--- src/rtl/pwm_fade_ctrl.sv ---
// pwm_fade_ctrl: steps a linear duty level toward a target at a programmable
// rate. Each update writes the new level to a pwm_driver through a one-cycle
// strobe.
// Optional feature: define PWM_FADE_GAMMA_EN to send a gamma-shaped value
// ((level*level + level) >> DATA_WIDTH) to the driver instead of the linear
// level. The fade itself and all of its timing are unchanged.
module pwm_fade_ctrl #(
  parameter int DATA_WIDTH = 8,
  parameter int DIV_WIDTH  = 16
) (
  input  logic                  clk,
  input  logic                  reset,
  input  logic                  start,
  input  logic                  abort,
  input  logic [DATA_WIDTH-1:0] target,
  input  logic [DATA_WIDTH-1:0] step,
  input  logic [DIV_WIDTH-1:0]  period_div,
  output logic                  busy,
  output logic                  done,
  output logic [DATA_WIDTH-1:0] current,
  output logic                  set_cutoff_en,
  output logic [DATA_WIDTH-1:0] cutoff_value
);

  typedef enum logic [1:0] {
    IDLE = 2'd0,
    WAIT = 2'd1,
    STEP = 2'd2,
    DONE = 2'd3
  } state_t;

  state_t                state, state_d;
  logic [DIV_WIDTH-1:0]  timer, timer_d;
  logic [DIV_WIDTH-1:0]  div_q, div_d;
  logic [DATA_WIDTH-1:0] target_q, target_d;
  logic [DATA_WIDTH-1:0] step_q, step_d;
  logic [DATA_WIDTH-1:0] current_d, cutoff_d;
  logic [DATA_WIDTH-1:0] next_level, up_gap, down_gap;
  logic                  strobe_d, done_d, busy_d;

  // Maps a linear level onto the value the pwm_driver is given
  function automatic logic [DATA_WIDTH-1:0] shape(input logic [DATA_WIDTH-1:0] lvl);
`ifdef PWM_FADE_GAMMA_EN
    logic [2*DATA_WIDTH-1:0] lvl_w;
    logic [2*DATA_WIDTH-1:0] sq;
    lvl_w = {{DATA_WIDTH{1'b0}}, lvl};
    // Largest result is 2^(2W) - 2^W, so 2W bits cannot overflow
    sq    = lvl_w * lvl_w + lvl_w;
    return DATA_WIDTH'(sq >> DATA_WIDTH);
`else
    return lvl;
`endif
  endfunction

  // Next level one step toward the target, clamped to the target so the
  // level can neither overshoot nor wrap
  always_comb begin
    up_gap     = target_q - current;
    down_gap   = current - target_q;
    next_level = current;
    if (target_q > current) begin
      next_level = (up_gap <= step_q) ? target_q : current + step_q;
    end else if (target_q < current) begin
      next_level = (down_gap <= step_q) ? target_q : current - step_q;
    end
  end

  // Next-state and next-output decode; abort wins over every other request
  always_comb begin
    state_d   = state;
    timer_d   = timer;
    div_d     = div_q;
    target_d  = target_q;
    step_d    = step_q;
    current_d = current;
    cutoff_d  = cutoff_value;
    strobe_d  = 1'b0;
    done_d    = 1'b0;
    case (state)
      IDLE: begin
        if (start && !abort) begin
          target_d = target;
          step_d   = (step == '0) ? DATA_WIDTH'(1) : step;
          div_d    = period_div;
          timer_d  = period_div;
          state_d  = WAIT;
        end
      end
      WAIT: begin
        if (abort) begin
          state_d = IDLE;
        end else if (timer == '0) begin
          state_d = STEP;
        end else begin
          timer_d = timer - 1'b1;
        end
      end
      STEP: begin
        if (abort) begin
          state_d = IDLE;
        end else if (current != target_q) begin
          current_d = next_level;
          cutoff_d  = shape(next_level);
          strobe_d  = 1'b1;
          timer_d   = div_q;
          state_d   = WAIT;
        end else begin
          done_d  = 1'b1;
          state_d = DONE;
        end
      end
      DONE: begin
        state_d = IDLE;
      end
      default: begin
        state_d = IDLE;
      end
    endcase
    busy_d = (state_d != IDLE);
  end

  // State and registered outputs; reset clears everything, including any
  // strobe or done that the same edge would otherwise have produced
  always_ff @(posedge clk) begin
    if (!reset) begin
      state         <= IDLE;
      timer         <= '0;
      div_q         <= '0;
      target_q      <= '0;
      step_q        <= '0;
      current       <= '0;
      cutoff_value  <= '0;
      set_cutoff_en <= 1'b0;
      busy          <= 1'b0;
      done          <= 1'b0;
    end else begin
      state         <= state_d;
      timer         <= timer_d;
      div_q         <= div_d;
      target_q      <= target_d;
      step_q        <= step_d;
      current       <= current_d;
      cutoff_value  <= cutoff_d;
      set_cutoff_en <= strobe_d;
      busy          <= busy_d;
      done          <= done_d;
    end
  end

endmodule

--- config.mk ---
export PLATFORM = sky130hd
export DESIGN_NAME = pwm_fade_ctrl
export DESIGN_NICKNAME = d
export VERILOG_FILES = /design/src/rtl/pwm_fade_ctrl.sv
export SDC_FILE = /design/constraint.sdc
export NUM_CORES = 1
export LEC_CHECK = 0
export ABC_AREA = 1
export CORE_UTILIZATION = 52
export DETAILED_ROUTE_END_ITERATION = 6
export GPL_ROUTABILITY_DRIVEN = 0
export GPL_TIMING_DRIVEN = 0
export PLACE_DENSITY = 0.78
export SYNTH_ARGS = -nofsm -noshare
export SYNTH_HDL_FRONTEND = slang
export SYNTH_SLANG_ARGS = --single-unit
--- constraint.sdc ---
create_clock -name clk -period 2.8 [get_ports clk]
set_clock_uncertainty 0.15 [all_clocks]
set_input_delay 0.56 -clock clk [delete_from_list [all_inputs] [get_ports clk]]
set_output_delay 0.56 -clock clk [all_outputs]
set_load 0.03 [all_outputs]
==> results of run 1 <==
[flip-flops by register name, summed over array words and instances, names as in the netlist]
name	cells
step_q	8
timer	16
done	1
set_cutoff_en	1
busy	1
state	2
target_q	8
cutoff_value	8
div_q	16
[area by class of cell]
class	instances	area [um^2]	share of cell area, %
plain buffers	36	221.5	3.616
well taps	111	138.9	2.268
multi-input cells	533	3201	52.26
inverters	113	436.7	7.130
clock inverters	3	20.02	0.3269
repair buffers	73	699.4	11.42
flip-flops and latches	61	1242	20.29
clock buffers	12	165.2	2.697
[per-layer routing]
| metal | up-vias | global-route usage [%] |
|---|---|---|
| li1 | 2566 | - |
| met1 | 2502 | 40.06 |
| met2 | 298 | 51.80 |
| met3 | 43 | 3.972 |
| met4 | 0 | 10.33 |
| met5 | - | 0 |
[where the power goes]
part | total, mW | switching (mW) | internal [mW] | leakage (nW)
clock network | 0.763 | 0.376 | 0.387 | 0.0905
logic | 1.74 | 1.09 | 0.654 | 2.20
registers | 1.03 | 0.0748 | 0.953 | 0.505
total | 3.53 | 1.54 | 1.99 | 2.79
[cells by family after synthesis]
kind of cell / share of synthesized area [%]
buffers and inverters: 13.08
AO/OA/AOI/OAI: 20.11
adder cells (fa/ha/maj): 13.92
XOR/XNOR: 3.403
flip-flops: 24.97
AND/OR/NAND/NOR: 24.51
[layout by cell type (no fill, tap or decap), drive strengths merged, types with 3 or more instances in the layout]
cell type and instances:
or2 5, clkinvlp 4, a21oi 101, o211ai 5, ha 48, clkdlybuf4s50 54
clkinv 3, fa 4, clkbuf 25, xor2 16, nand3 42, o21ai 75
buf 42, nor3 3, dfxtp 61, nand4 8, nor2 62, nand2 149
xnor2 3, inv 109, a21o 4
[worst register-to-register path: stages (launching register included)]
cell        delay (ps)
dfxtp_4            420
clkinvlp_4         180
ha_4               320
nand2_1            120
o21ai_4            190
nand3_1             90
nand2_1             80
xor2_1             160
ha_1               270
a21oi_1            180
nor2_1              70
nor2_2             180
nand2_1            100
nand2_1            110
buf_6              150
nand2_1             60
o211ai_1            80
nand3_1            150
nand2_1            100
inv_1               50
[worst paths after layout]
check,from,cells after the start,slack (ps),endpoint
worst min register to register,div_q[8],2,300,div_q[8]
worst max register to register,cutoff_value[1],19,-520,cutoff_value[3]
worst max-delay path,cutoff_value[1],19,-520,cutoff_value[3]
worst min-delay path,div_q[8],2,300,div_q[8]
[what timing repair did]
action / in CTS / in global routing
endpoints found under the setup margin: 8 / 8
gates resized for setup: 30 / 18
hold buffers: 0 / 0
pin swaps: 19 / 16
buffers inserted: 12 / 7
cloned: 1 / 0
[metrics by stage]
stage	power [mW]	hold slack, ps	util [%]
detailed placement	2.508	288.2	61.27
global placement	2.440	286.4	61.27
global route	3.739	320.5	66.92
finish	3.533	298.0	66.92
floorplan	2.129	274.1	-
CTS	3.386	301.2	65.70
==> metrics.md, run 1 <==
| Metric | Value |
|---|---|
| Status | `complete, but fails checks` |
| Failing checks | `negative setup slack` |
| Sequential element share of the synthesized area | `24.97%` |
| CTS Root Cell | `clkbuf_8` |
| Fin area | `6125 um^2` |
| Fraction of registers with async set/reset | `0%` |
| DR top layer | `met4` |
| Met3 routed WL | `1262 um` |
| Total Nets Final | `915` |
| CTS max path bufs | `2` |
| Max Clk Rate | `301.0 MHz` |
| TritonCTS clock tree | `done` |
| Starting DRT DRC Count | `510` |
| Row count | `35` |
| Syn Nets | `830` |
| Setup tns final | `-3825 ps` |
| Post-synthesis cell count | `742` |
| Yosys warning count | `0` |
| Synth top area share | `24.97%` |
| Crit path DAT | `3420 ps` |
| Avg WL per Cell | `16.01 um` |
| Worst path bufs/invs | `3` |
| Area growth, synth to finish | `25.26%` |
| Routed Antenna Nets | `0` |
| Global-route wire length before repair | `23,600 um` |
| Worst Hold Class | `flop to flop` |
| Clock Sinks | `61` |
| Clock slew at reported path FFs | `70 ps` |
| Post-detail-place hpwl | `10,600 um` |
| Max-Cap Viols | `0` |
| N_diodes | `0` |
| Crit-path max FO | `10` |
| Layout cells sized above 1 | `15.64%` |
| Syn avg cell area | `6.590 um^2` |
| Post-Place Setup Slack | `-614.4 ps` |
| First-pass iteration count of the detailed router | `5` |
| DR vias/cell | `5.742` |
| Post-synth EDFFs | `0` |
| Pin count of the biggest net entering global routing | `11` |
| Finished Layout Cells | `942` |
| Port bufs | `54` |
| Total CTS buffers | `9` |
| # fillers | `766` |
| Synth Cell Area | `4890 um^2` |
| Synth cell types | `37` |
| Period minus WS final | `3322 ps` |
| Die height | `98.97 um` |
| DRC | `0` |
| Main synth FF type | `dfxtp_1` |
| Final Cycle Share | `118.6%` |
| Synth top area cells | `dfxtp_1 25%, ha_1 12%, nand2_1 11%, a21oi_1 10%, inv_1 8.1%` |
| Placed cell count | `907` |
| Met2 WL | `6947 um` |
| Relative slew slack | `49.30%` |
| Synth area leader | `dfxtp_1` |
| Pwr Density | `576.8 nW/um^2` |
| Worst Setup End Kind | `flop` |
| Startpoint type of the worst setup path | `flop` |
| Die ar. | `9795 um^2` |
| Starting Density | `53.42%` |
| Synthesized flop and latch total | `61` |
| Slew Limit Fails | `0` |
| Leak pwr | `2.794 nW` |
| Number of global-route vias before repair | `4,984` |
| Drt total wl | `15,090 um` |
| GRT Total Usage | `30.56%` |
| Final hold viol count | `0` |
| Grt ovf | `0` |
| # setup viols final | `8` |
| Placement Cell Area | `5608 um^2` |
| Most common cell in the netlist | `nand2_1` |
| Critical path class | `flop to flop` |
| Crit-path cells | `clkinvlp_4 -> ha_4 -> nand2_1 -> o21ai_4 -> nand3_1 -> nand2_1 -> xor2_1 -> ha_1 -> a21oi_1 -> nor2_1 -> nor2_2 -> nand2_1 -> nand2_1 -> buf_6 -> nand2_1 -> o211ai_1 -> nand3_1 -> nand2_1 -> inv_1` |
| Cell mode on critical path | `nand2_1` |
| Max VDD drop | `310.3 uV` |
| Critical path required time | `2900 ps` |
| Core area | `9153 um^2` |
| Initial antenna violation count | `0` |
| Via Count | `5,409` |
| M1 WL | `6506 um` |
| CTS HTree Levels | `3` |
| RSZ-0062 raised after global routing | `true` |
| Commonest cells in the netlist | `142 x nand2_1, 106 x inv_1, 101 x a21oi_1, 65 x o21ai_0, 61 x dfxtp_1` |
| Clock latency on the worst-skew pair | `360 ps` |
| Die span in x | `98.97 um` |
| CP max-delay cell | `dfxtp_4` |
| Worst Max-Slew Pin Slew | `760.4 ps` |
| Cell family with most CP delay | `simple AND/OR/NAND/NOR gates` |
| Crit path setup slack, layout | `-521.8 ps` |
| Crit-path max cell delay | `420 ps` |
| Io pins | `55` |
Power figures use the tool's default switching activity.
==> run 2: changes to the inputs <==
--- a/config.mk
+++ b/config.mk
@@ -6,6 +6,7 @@
 export NUM_CORES = 1
 export LEC_CHECK = 0
 export ABC_AREA = 1
+export CORE_MARGIN = 1.5
 export CORE_UTILIZATION = 52
 export DETAILED_ROUTE_END_ITERATION = 6
 export GPL_ROUTABILITY_DRIVEN = 0
==> metrics.md, run 2 (synthesized netlist as in run 1, its figures left out) <==
| Metric | Value |
|---|---|
| Commonest non-fill, non-tap cell in the layout | `nand2_1` |
| Layout cells sized above 1 | `15.38% (-0.26 points)` |
| Critical path required time | `2900 ps (about the same)` |
| Cell family with most CP delay | `simple AND/OR/NAND/NOR gates` |
| Max-Cap Viols | `0 (unchanged)` |
| Area growth, synth to finish | `24.49%` |
| Area of the multi-input gates | `3172 um^2 (-0.90%)` |
| N_diodes | `0 (unchanged)` |
| Max VDD drop | `271.8 uV (-12%)` |
| Drt total wl | `14,720 um (-2.4%)` |
| Crit-path cells | `inv_1 -> ha_1 -> buf_4 -> nand2_1 -> o21ai_2 -> nand3_1 -> nand2_1 -> xor2_1 -> ha_1 -> a21oi_1 -> nor2_1 -> nor2_2 -> nand2_2 -> nand2_2 -> buf_6 -> nand2_1 -> nand3_1 -> nand3_1 -> nand2_1 -> inv_1` |
| Fin area | `6087 um^2 (-0.61%)` |
| Hold Slack | `297.0 ps (-1.008 ps)` |
| DR vias/cell | `5.672 (-1.2%)` |
| Io pins | `55 (unchanged)` |
| Crit path DAT | `3290 ps (-130 ps)` |
| Crit-path max FO | `7 (-3)` |
| Worst Hold Class | `flop to flop` |
| Crit-path max cell delay | `340 ps (-80 ps)` |
| Via Count | `5,349 (-1.1%)` |
| CP max-delay cell | `dfxtp_4` |
| Failing checks | `negative setup slack` |
| Period minus WS final | `3193 ps (-129.2 ps)` |
| # setup viols final | `8 (unchanged)` |
| CTS max path bufs | `2 (unchanged)` |
| R2R depth | `20 (+1)` |
| Worst path bufs/invs | `4 (+1)` |
| Placement Cell Area | `5608 um^2 (unchanged)` |
| GRT Total Usage | `29.91% (-0.66 points)` |
| Util after Layout | `66.19% (-0.73 points)` |
| Die span in x | `99.97 um (+1.0%)` |
| Cell mode on critical path | `nand2_1` |
| Critical path class | `flop to flop` |
| Number of global-route vias before repair | `5,051 (+1.3%)` |
| Crit path setup slack, layout | `-392.6 ps (+129.2 ps)` |
| R2r setup slk | `-390 ps (+130 ps)` |
| Worst path depth | `20 (+1)` |
| Slew Limit Fails | `0 (unchanged)` |
| Starting DRT DRC Count | `441 (-14%)` |
| Routed Antenna Nets | `0 (unchanged)` |
| First-pass iteration count of the detailed router | `7 (+2)` |
| Avg WL per Cell | `15.61 um (-2.5%)` |
| Initial antenna violation count | `0 (unchanged)` |
| Finished Layout Cells | `943 (+0.11%)` |
| DRC | `0 (unchanged)` |
| Core area | `9196 um^2 (+0.48%)` |
| Post-Place Setup Slack | `-529.3 ps (+85.17 ps)` |
| Placed cell count | `907 (unchanged)` |
| Die ar. | `9994 um^2 (+2.0%)` |
| Clock latency on the worst-skew pair | `350 ps (about the same)` |
| Row count | `35 (unchanged)` |
| FF+latch area | `1242 um^2 (unchanged)` |
| Worst Setup End Kind | `flop` |
| TritonCTS clock tree | `done` |
| Grt ovf | `0 (unchanged)` |
| CTS Root Cell | `clkbuf_8` |
| Relative slew slack | `43.62% (-5.7 points)` |
| CTS HTree Levels | `3 (unchanged)` |
| WHS Path Cells | `2 (unchanged)` |
| Global-route wire length before repair | `23,890 um (+1.2%)` |
| Port bufs | `54 (unchanged)` |
| Max Clk Rate | `313.2 MHz (+4.0%)` |
| Starting Density | `53.17% (-0.25 points)` |
| Final hold viol count | `0 (unchanged)` |
| Clock Sinks | `61 (unchanged)` |
| Final Cycle Share | `114.0% (-4.6 points)` |
| Pwr Density | `577.7 nW/um^2 (+0.16%)` |
| Status | `complete, but fails checks` |
| Leak pwr | `2.795 nW (about the same)` |
| Largest regs | `div_q x16, timer x16` |
| Worst Max-Slew Pin Slew | `838.0 ps (+77.55 ps)` |
| Clock slew at reported path FFs | `70 ps (about the same)` |
| Die height | `99.97 um (+1.0%)` |
| Post-detail-place hpwl | `10,510 um (-0.79%)` |
| Total Nets Final | `916 (+0.11%)` |
| Most frequent cells in the layout | `132 x nand2_1, 99 x inv_1, 95 x a21oi_1` |
| RSZ-0062 raised after global routing | `true` |
| Total CTS buffers | `9 (unchanged)` |
| Startpoint type of the worst setup path | `flop` |
| # fillers | `790 (+3.1%)` |
| Pin count of the biggest net entering global routing | `11 (unchanged)` |
-- run 2: worst reg2reg max path, cell delays in order (launching register included) --
cell and delay [ps]:
dfxtp_4 340, inv_1 50, ha_1 290, buf_4 170
nand2_1 110, o21ai_2 200, nand3_1 100, nand2_1 90
xor2_1 190, ha_1 280, a21oi_1 160, nor2_1 80
nor2_2 150, nand2_2 90, nand2_2 100, buf_6 130
nand2_1 60, nand3_1 120, nand3_1 110, nand2_1 80
inv_1 40
-- run 2: final timing paths --
kind / from / end
setup / recovery: cutoff_value[2] / cutoff_value[0]
hold / removal: div_q[4] / div_q[4]
setup reg to reg: cutoff_value[2] / cutoff_value[0]
hold reg to reg: div_q[4] / div_q[4]
-- run 2: per-layer routing --
metal / GRT usage, % / vias to the layer above / share of wire, %
met4: 10.83 / 0 / 2.2
met2: 46.89 / 260 / 45
met1: 41.32 / 2485 / 44
met3: 5.292 / 36 / 8.7
met5: 0 / - / 0
li1: - / 2568 / -
-- run 2: timing repair --
item / in CTS / in global routing
buffers inserted: 15 / 4
gates cloned: 2 / 0
hold buffers: 0 / 0
gates resized for setup: 40 / 4
endpoints found under the setup margin: 8 / 8
pin swaps: 27 / 11
-- run 2: power breakdown --
group	internal [mW]	leakage, nW	switching (mW)	total (mW)
logic	0.663	2.20	1.07	1.73
registers	0.952	0.505	0.0723	1.02
clock network	0.387	0.0905	0.370	0.758
-- run 2: stage by stage --
step	setup TNS [ps]	power [mW]
floorplan	-922.7	2.129
CTS	-2178	3.432
global route	-4269	3.737
finish	-2961	3.516
global placement	-3476	2.442
detailed placement	-4050	2.504
-- run 2: layout make-up --
type,count,share of cell area [%]
inverter,113,7.112
buffer,36,3.700
tap,111,2.282
multi-input combinational,533,52.11
clock inverter,3,0.3289
sequential,61,20.41
clock buffer,12,2.713
timing repair buffer,74,11.35
==> run 3: changes to the inputs <==
--- a/config.mk
+++ b/config.mk
@@ -6,11 +6,11 @@
 export NUM_CORES = 1
 export LEC_CHECK = 0
 export ABC_AREA = 1
+export CAP_MARGIN = 5
 export CORE_MARGIN = 1.5
 export CORE_UTILIZATION = 52
 export DETAILED_ROUTE_END_ITERATION = 6
 export GPL_ROUTABILITY_DRIVEN = 0
-export GPL_TIMING_DRIVEN = 0
 export PLACE_DENSITY = 0.78
 export SYNTH_ARGS = -nofsm -noshare
 export SYNTH_HDL_FRONTEND = slang
==> metrics.md, run 3 (synthesized netlist as in run 1, its figures left out) <==
| Metric | Value |
|---|---|
| Area growth, synth to finish | `24.82%` |
| Crit-path max FO | `4 (-3)` |
| Critical path required time | `2910 ps (about the same)` |
| Hold Slack | `296.4 ps (-0.6310 ps)` |
| Worst Max-Slew Pin Slew | `756.6 ps (-81.36 ps)` |
| DRC | `0 (unchanged)` |
| Placed cell count | `916 (+0.99%)` |
| RSZ-0062 raised after global routing | `true` |
| Via Count | `5,198 (-2.8%)` |
| Crit-path max cell delay | `400 ps (+60 ps)` |
| Grt ovf | `0 (unchanged)` |
| Max Clk Rate | `310.9 MHz (-0.74%)` |
| Pin count of the biggest net entering global routing | `42 (+31)` |
| Starting Density | `53.17% (unchanged)` |
| Pwr Density | `579.7 nW/um^2 (+0.35%)` |
| Finished Layout Cells | `940 (-0.32%)` |
| Starting DRT DRC Count | `388 (-12%)` |
| Slew Limit Fails | `0 (unchanged)` |
| CTS Root Cell | `clkbuf_8` |
| Relative slew slack | `49.25% (+5.6 points)` |
| Die ar. | `9994 um^2 (unchanged)` |
| Leak pwr | `2.830 nW (+1.3%)` |
| Worst Setup End Kind | `flop` |
| CTS HTree Levels | `3 (unchanged)` |
| Global-route wire length before repair | `22,200 um (-7.1%)` |
| Largest regs | `div_q x16, timer x16` |
| Worst path bufs/invs | `4 (unchanged)` |
| Crit path DAT | `3330 ps (+40 ps)` |
| Avg WL per Cell | `14.66 um (-6.1%)` |
| Setup tns final | `-3079 ps (-117.8 ps)` |
| Cts hold-fix bufs | `0 (unchanged)` |
| Initial antenna violation count | `0 (unchanged)` |
| Final hold viol count | `0 (unchanged)` |
| Crit-path cells | `inv_1 -> ha_1 -> inv_1 -> fa_1 -> nand2_1 -> nand2_1 -> a31oi_1 -> xor2_1 -> ha_1 -> nand2_1 -> nor2_2 -> nand4_1 -> inv_1 -> a21oi_1 -> buf_4 -> nand2_1 -> nand3_1 -> nand3_2 -> a21oi_2` |
| Critical path class | `flop to flop` |
| Post-Place Setup Slack | `-358.7 ps (+170.6 ps)` |
| TritonCTS clock tree | `done` |
| Startpoint type of the worst setup path | `flop` |
| Max-Cap Viols | `0 (unchanged)` |
| Routed Antenna Nets | `0 (unchanged)` |
| Total CTS buffers | `9 (unchanged)` |
| GRT Total Usage | `27.73% (-2.2 points)` |
| Cell mode on critical path | `nand2_1` |
| Core area | `9196 um^2 (unchanged)` |
| Layout cells sized above 1 | `15.68% (+0.30 points)` |
| Drt total wl | `13,780 um (-6.4%)` |
| Die height | `99.97 um (unchanged)` |
| Row count | `35 (unchanged)` |
| Period minus WS final | `3216 ps (+23.77 ps)` |
| Status | `complete, but fails checks` |
| CTS max path bufs | `2 (unchanged)` |
| Commonest non-fill, non-tap cell in the layout | `nand2_1` |
| Total power | `3.538 mW (+0.62%)` |
| Worst Hold Class | `flop to flop` |
| N_diodes | `0 (unchanged)` |
| Final Cycle Share | `114.9% (+0.85 points)` |
| Max VDD drop | `257.4 uV (-5.3%)` |
| Clock latency on the worst-skew pair | `350 ps (about the same)` |
| Total Nets Final | `912 (-0.44%)` |
| DR vias/cell | `5.530 (-2.5%)` |
| Post-detail-place hpwl | `10,020 um (-4.7%)` |
| Clock Sinks | `61 (unchanged)` |
| Cell family with most CP delay | `adder cells` |
| CP max-delay cell | `fa_1` |
| Most frequent cells in the layout | `134 x nand2_1, 102 x inv_1, 96 x a21oi_1` |
| Port bufs | `54 (unchanged)` |
| Failing checks | `negative setup slack` |
| Die span in x | `99.97 um (unchanged)` |
| # setup viols final | `8 (unchanged)` |
| Io pins | `55 (unchanged)` |
| First-pass iteration count of the detailed router | `5 (-2)` |
| Number of global-route vias before repair | `4,902 (-2.9%)` |
| Clock slew at reported path FFs | `70 ps (about the same)` |
| Crit path setup slack, layout | `-416.4 ps (-23.77 ps)` |
[run 3: cell types whose count changed in the layout (fill, tap and decap cells not counted), sizes merged]
cell / change
buf: +8
nand2: +1
inv: +2
bufinv: +1
clkinv: +1
clkinvlp: -2
clkbuf: -14
[run 3: what timing repair did]
item / in CTS / in global routing
gates cloned: 2 / 0
pin swaps: 19 / 15
resized for setup: 13 / 15
endpoints found under the setup margin: 8 / 8
setup buffers: 6 / 0
[run 3: path summary, 6_finish.rpt]
path | startpoint | endpoint | slack (ps) | cells after the start
hold / removal | div_q[10] | div_q[10] | 300 | 2
setup / recovery | target_q[0] | cutoff_value[6] | -420 | 19
setup reg to reg | target_q[0] | cutoff_value[6] | -420 | 19
hold reg to reg | div_q[10] | div_q[10] | 300 | 2
[run 3: layout make-up]
| type | instances | area, um^2 |
|---|---|---|
| clock buffer | 11 | 151.4 |
| timing repair buffer | 105 | 923.4 |
| sequential | 61 | 1236 |
| fill | 786 | 3093 |
| multi-input combinational | 534 | 3167 |
| tap | 111 | 138.9 |
| clock inverter | 5 | 57.56 |
| inverter | 113 | 429.2 |
[run 3: metal layers]
layer / GRT usage, % / wire, um / part of all wire [%]
met4: 12.57 / 454 / 3.3
met2: 44.69 / 6271 / 46
met3: 5.153 / 1075 / 7.8
met1: 36.11 / 5978 / 43
met5: 0 / 0 / 0
[run 3: metrics by stage]
step / util [%] / area (um^2)
global route: 66.37 / 6103
floorplan: - / 4928
finish: 66.37 / 6103
CTS: 65.77 / 6048
detailed placement: 62.39 / 5738
global placement: 62.39 / 5738
[run 3: worst min-delay path, cell delays in order (launching register included)]
cell     delay [ps]
dfxtp_1         310
inv_1            50
a21oi_1          50
[run 3: power breakdown]
group | internal, mW | switching (mW) | leakage, nW
registers | 0.954 | 0.0690 | 0.505
clock network | 0.460 | 0.370 | 0.106
logic | 0.648 | 1.04 | 2.22
==> variant 1, RTL diff (config.mk and constraints of run 3) <==
`DIV_WIDTH`: 16 -> 20.
--- a/src/rtl/pwm_fade_ctrl.sv
+++ b/src/rtl/pwm_fade_ctrl.sv
@@ -6,7 +6,7 @@
 // level. The fade itself and all of its timing are unchanged.
 module pwm_fade_ctrl #(
   parameter int DATA_WIDTH = 8,
-  parameter int DIV_WIDTH  = 16
+  parameter int DIV_WIDTH  = 20
 ) (
   input  logic                  clk,
   input  logic                  reset,
Interface: changed (resized period_div); port bits go from 55 to 59. The function was not compared with the original's and may differ.
==> variant 1 against run 3 <==
  * Routed wire length is 9.0% higher
  * The flow still finishes with violations (negative setup slack)
  * Worst hold slack better by 5.7 ps
  * Synthesized area is 8.7% higher
  * Cell area is 10% higher
  * Die area is 8.5% higher
  * Total power is 2.8% higher
  * Worst setup slack better by 260 ps
  * Sequential cell count is 8 higher
  * Synthesized cell count is 11% higher
==> variant 1: results (changes against run 3) <==
status: "complete, but fails checks"
violations: "negative setup slack"
fin_tns_setup_ps: -1150  # +1930 ps
switching_share: 0.409  # -0.00779
synth.net_count: 913  # +10%
wl_met2_mm: 6.61  # +5.5%
p_comb_frac: 0.447  # -0.029
worst_pin_slew_ps: 815  # +58.3 ps
cp_max_fo: 6  # +2
synth_compound_area_frac: 0.199  # -0.00202
antenna_found_initial: 0  # unchanged
peakVddDrop_mv: 0.277  # +7.6%
leakagePower_nw: 3.06  # +8.2%
crit_start: "target_q[0]$_SDFFE_PN0P_"
ys_types: 39  # +5.4%
hpwl_mm: 11.0  # +10%
crit_slowest_cell: "fa_2"
wl_met3_mm: 1.13  # +5.2%
cp.arrival_ps: 3060  # -270 ps
cp_top_family: "simple AND/OR/NAND/NOR gates"
place_inst: 1019  # +11%
pre_cts_slack_ps: -282  # +76.6 ps
gr-usage-met3: 0.0658  # +0.0143
met2_usage: 0.452  # +0.00534
grt_pass1_wl_mm: 25.4  # +15%
dpl_cell_area_mm2: 0.00633  # +10%
grt_max_degree: 51  # +21%
route.vias.total: 5637  # +8.4%
synthAdderAreaFrac: 0.128  # -0.0112
io_buffers: 58  # +7.4%
hold_slack_ps: 302  # +5.71 ps
drive_gt1_frac: 0.165  # +0.00784
finalSetupViolCount: 8  # unchanged
total_power_mw: 3.64  # +2.8%
grtUsageMet1: 0.390  # +0.0285
p_clk_mw: 0.871  # +4.9%
setup_ws_ps: -152  # +264 ps
worstSetupEndpoint: "cutoff_value[2]$_SDFFE_PN0P_"
synth_area_leaders: "dfxtp_1, nand2_1, ha_1, a21oi_1, inv_1"
min_to: "div_q[5]$_SDFFE_PN0P_"
slowest_delay_ps: 360  # -40 ps
finalNonFillerCells: 1044  # +11%
drtIter0Drc: 385  # -0.77%
min_from: "div_q[5]$_SDFFE_PN0P_"
reg.largest.list: "div_q (20), timer (20)"
wl_met1_mm: 6.99  # +17%
wire_per_inst_um: 14.4  # -1.9%
seq_area_frac_synth: 0.260  # +0.0101
first_global_vias: 5374  # +9.6%
track_usage: 0.288  # +0.0104
synth_top_area_share: 0.260  # +0.0101
syn_inst: 821  # +11%
synth-xor-area-share: 0.0313  # -0.00273
synth_commonest_cells: "nand2_1, a21oi_1, inv_1, dfxtp_1, o21ai_0"
variant 1: final cells by class:
| class | instances | area, µm² |
|---|---|---|
| timing repair buffer | 114 | 1000 |
| inverter | 118 | 452 |
| clock inverter | 5 | 56.3 |
| sequential | 69 | 1400 |
| multi-input combinational | 594 | 3500 |
| tap | 133 | 166 |
| clock buffer | 11 | 141 |
| fill | 829 | 3150 |
variant 1: worst reg2reg max path, stage by stage, from the launching register on:
cell and delay [ps]:
dfxtp_2 340, inv_2 70, ha_4 130, inv_1 50, fa_2 360, nand2_1 90, nand2_2 80, buf_4 150
xor2_1 150, ha_1 290, nand2_1 70, nor2_2 140, nand4_1 170, buf_4 210, nand2_4 80, a21oi_1 60
o21ai_1 80, nand3_1 90, nand2_1 70, inv_1 40
variant 1: timing repair:
item                                    4_1_cts  5_1_grt
gates cloned                                  2        0
buffers inserted                              7        2
resized for setup                            21       11
pin swaps                                    31        5
endpoints found under the setup margin        8        8
==> variant 2, RTL diff (config.mk and constraints of run 3) <==
Made on the original files. Reset style: asynchronous (`reset`), changed in one clocked block.
--- a/src/rtl/pwm_fade_ctrl.sv
+++ b/src/rtl/pwm_fade_ctrl.sv
@@ -121,7 +121,7 @@
 
   // State and registered outputs; reset clears everything, including any
   // strobe or done that the same edge would otherwise have produced
-  always_ff @(posedge clk) begin
+  always_ff @(posedge clk or negedge reset) begin
     if (!reset) begin
       state         <= IDLE;
       timer         <= '0;
Function: differs if reset is asserted again (counterexample within 4 cycles, from zero or initial values and one cycle with reset low); with reset held inactive, the same outputs for 4 cycles.
==> variant 2 against run 3 <==
  * The run still ends with negative setup slack left
  * Worst setup slack got worse by 5.2 ps
  * Sequential cell count unchanged
  * Non-clock buffer count increased by 7
  * Cell area increased by 5.5%
  * Synthesized area increased by 6.2%
  * Routed wire length increased by 2.0%
  * Final cell count increased by 2.0%
  * Critical endpoint is now cutoff_value[2]$_DFFE_PN0P_
Power is not shown: default switching activity piles up to over one toggle a cycle in this logic, so the estimate is an artifact.
==> variant 2: results (changes against run 3) <==
highest_layer: "met4"
finalSetupViolCount: 8  # unchanged
track_usage: 0.285  # +0.00798
cts.path.max_buffers: 2  # unchanged
fin_nets: 911  # -0.11%
wl_met3_um: 650  # -40%
drtIter0Drc: 304  # -22%
cp_max_fo: 8  # +4
crit_start: "cutoff_value[0]$_DFFE_PN0P_"
io_buffers: 54  # unchanged
wl_met2_mm: 7.11  # +13%
synth.net_count: 816  # -1.7%
numCtsBuffers: 9  # unchanged
htree_levels: 3  # unchanged
hold_slack_ps: 46.3  # -250 ps
antenna_found_initial: 0  # unchanged
synth_area_leaders: "dfrtp_1, nand2_1, ha_1, inv_1, nand3_1"
violations: "negative setup slack"
wl_met1_mm: 5.78  # -3.3%
fin_tns_setup_ps: -3100  # -25.8 ps
async_flop_share: 1.00  # +1.00
drive_gt1_frac: 0.168  # +0.0115
routed_wl_mm: 14.1  # +2.0%
grtUsageMet1: 0.324  # -0.0374
met2_usage: 0.505  # +0.0577
grt_pass1_wl_mm: 23.2  # +4.6%
slowest_delay_ps: 430  # +30 ps
gr-usage-met3: 0.0644  # +0.0129
setup_ws_ps: -422  # -5.24 ps
hold_path_class: "in -> async"
r2r_cells: 24  # +5
ys_types: 44  # +19%
crit_slowest_cell: "dfrtp_2"
firstDrtPassIters: 7  # +2
route.vias.total: 5073  # -2.4%
cp_top_family: "simple AND/OR/NAND/NOR gates"
routed_via_density: 5.29  # -4.3%
place_inst: 935  # +2.1%
reg.largest.list: "div_q (16), timer (16)"
seq_area_frac_synth: 0.294  # +0.0441
cp.arrival_ps: 3320  # about the same
pre_cts_slack_ps: -369  # -10.1 ps
insertion_delay_ps: 360
dpl_cell_area_mm2: 0.00612  # +6.6%
grt_max_degree: 39  # -7.1%
worstSetupEndpoint: "cutoff_value[2]$_DFFE_PN0P_"
max_slew_margin: 0.482  # -0.00999
hpwl_mm: 10.7  # +6.7%
synth_area_per_cell_um2: 7.16  # +8.6%
antenna_cells: 0  # unchanged
status: "complete, but fails checks"
clock-root-buffer: "clkbuf_8"
synth_commonest_cells: "nand2_1, inv_1, dfrtp_1, nand3_1, a21oi_1"
[variant 2: layout make-up]
type | instances | area (µm²)
Timing Repair Buffer | 112 | 983
Tap cell | 133 | 166
Sequential cell | 61 | 1530
Fill cell | 831 | 3290
Inverter | 103 | 387
Multi-Input combinational cell | 534 | 3170
Clock inverter | 7 | 81.3
Clock buffer | 9 | 124
[variant 2: cell families (layout without fill, tap and decap cells)]
kind of cell | Yosys count | after routing | share of synthesized area
fa+ha+maj | 54 | 54 | 0.136
simple gates | 333 | 334 | 0.280
mux | 1 | 1 | 0.00217
compound gates | 129 | 129 | 0.147
xor+xnor | 16 | 16 | 0.0270
flops | 61 | 61 | 0.294
buf+inv | 132 | 231 | 0.115
[variant 2: what timing repair did]
| action | 4_1_cts | 5_1_grt |
|---|---|---|
| endpoints found under the setup margin | 8 | 22 |
| hold buffers | 0 | 0 |
| buffers inserted | 6 | 1 |
| pin swaps | 21 | 11 |
| gates cloned | 0 | 1 |
| gates resized for setup | 5 | 12 |
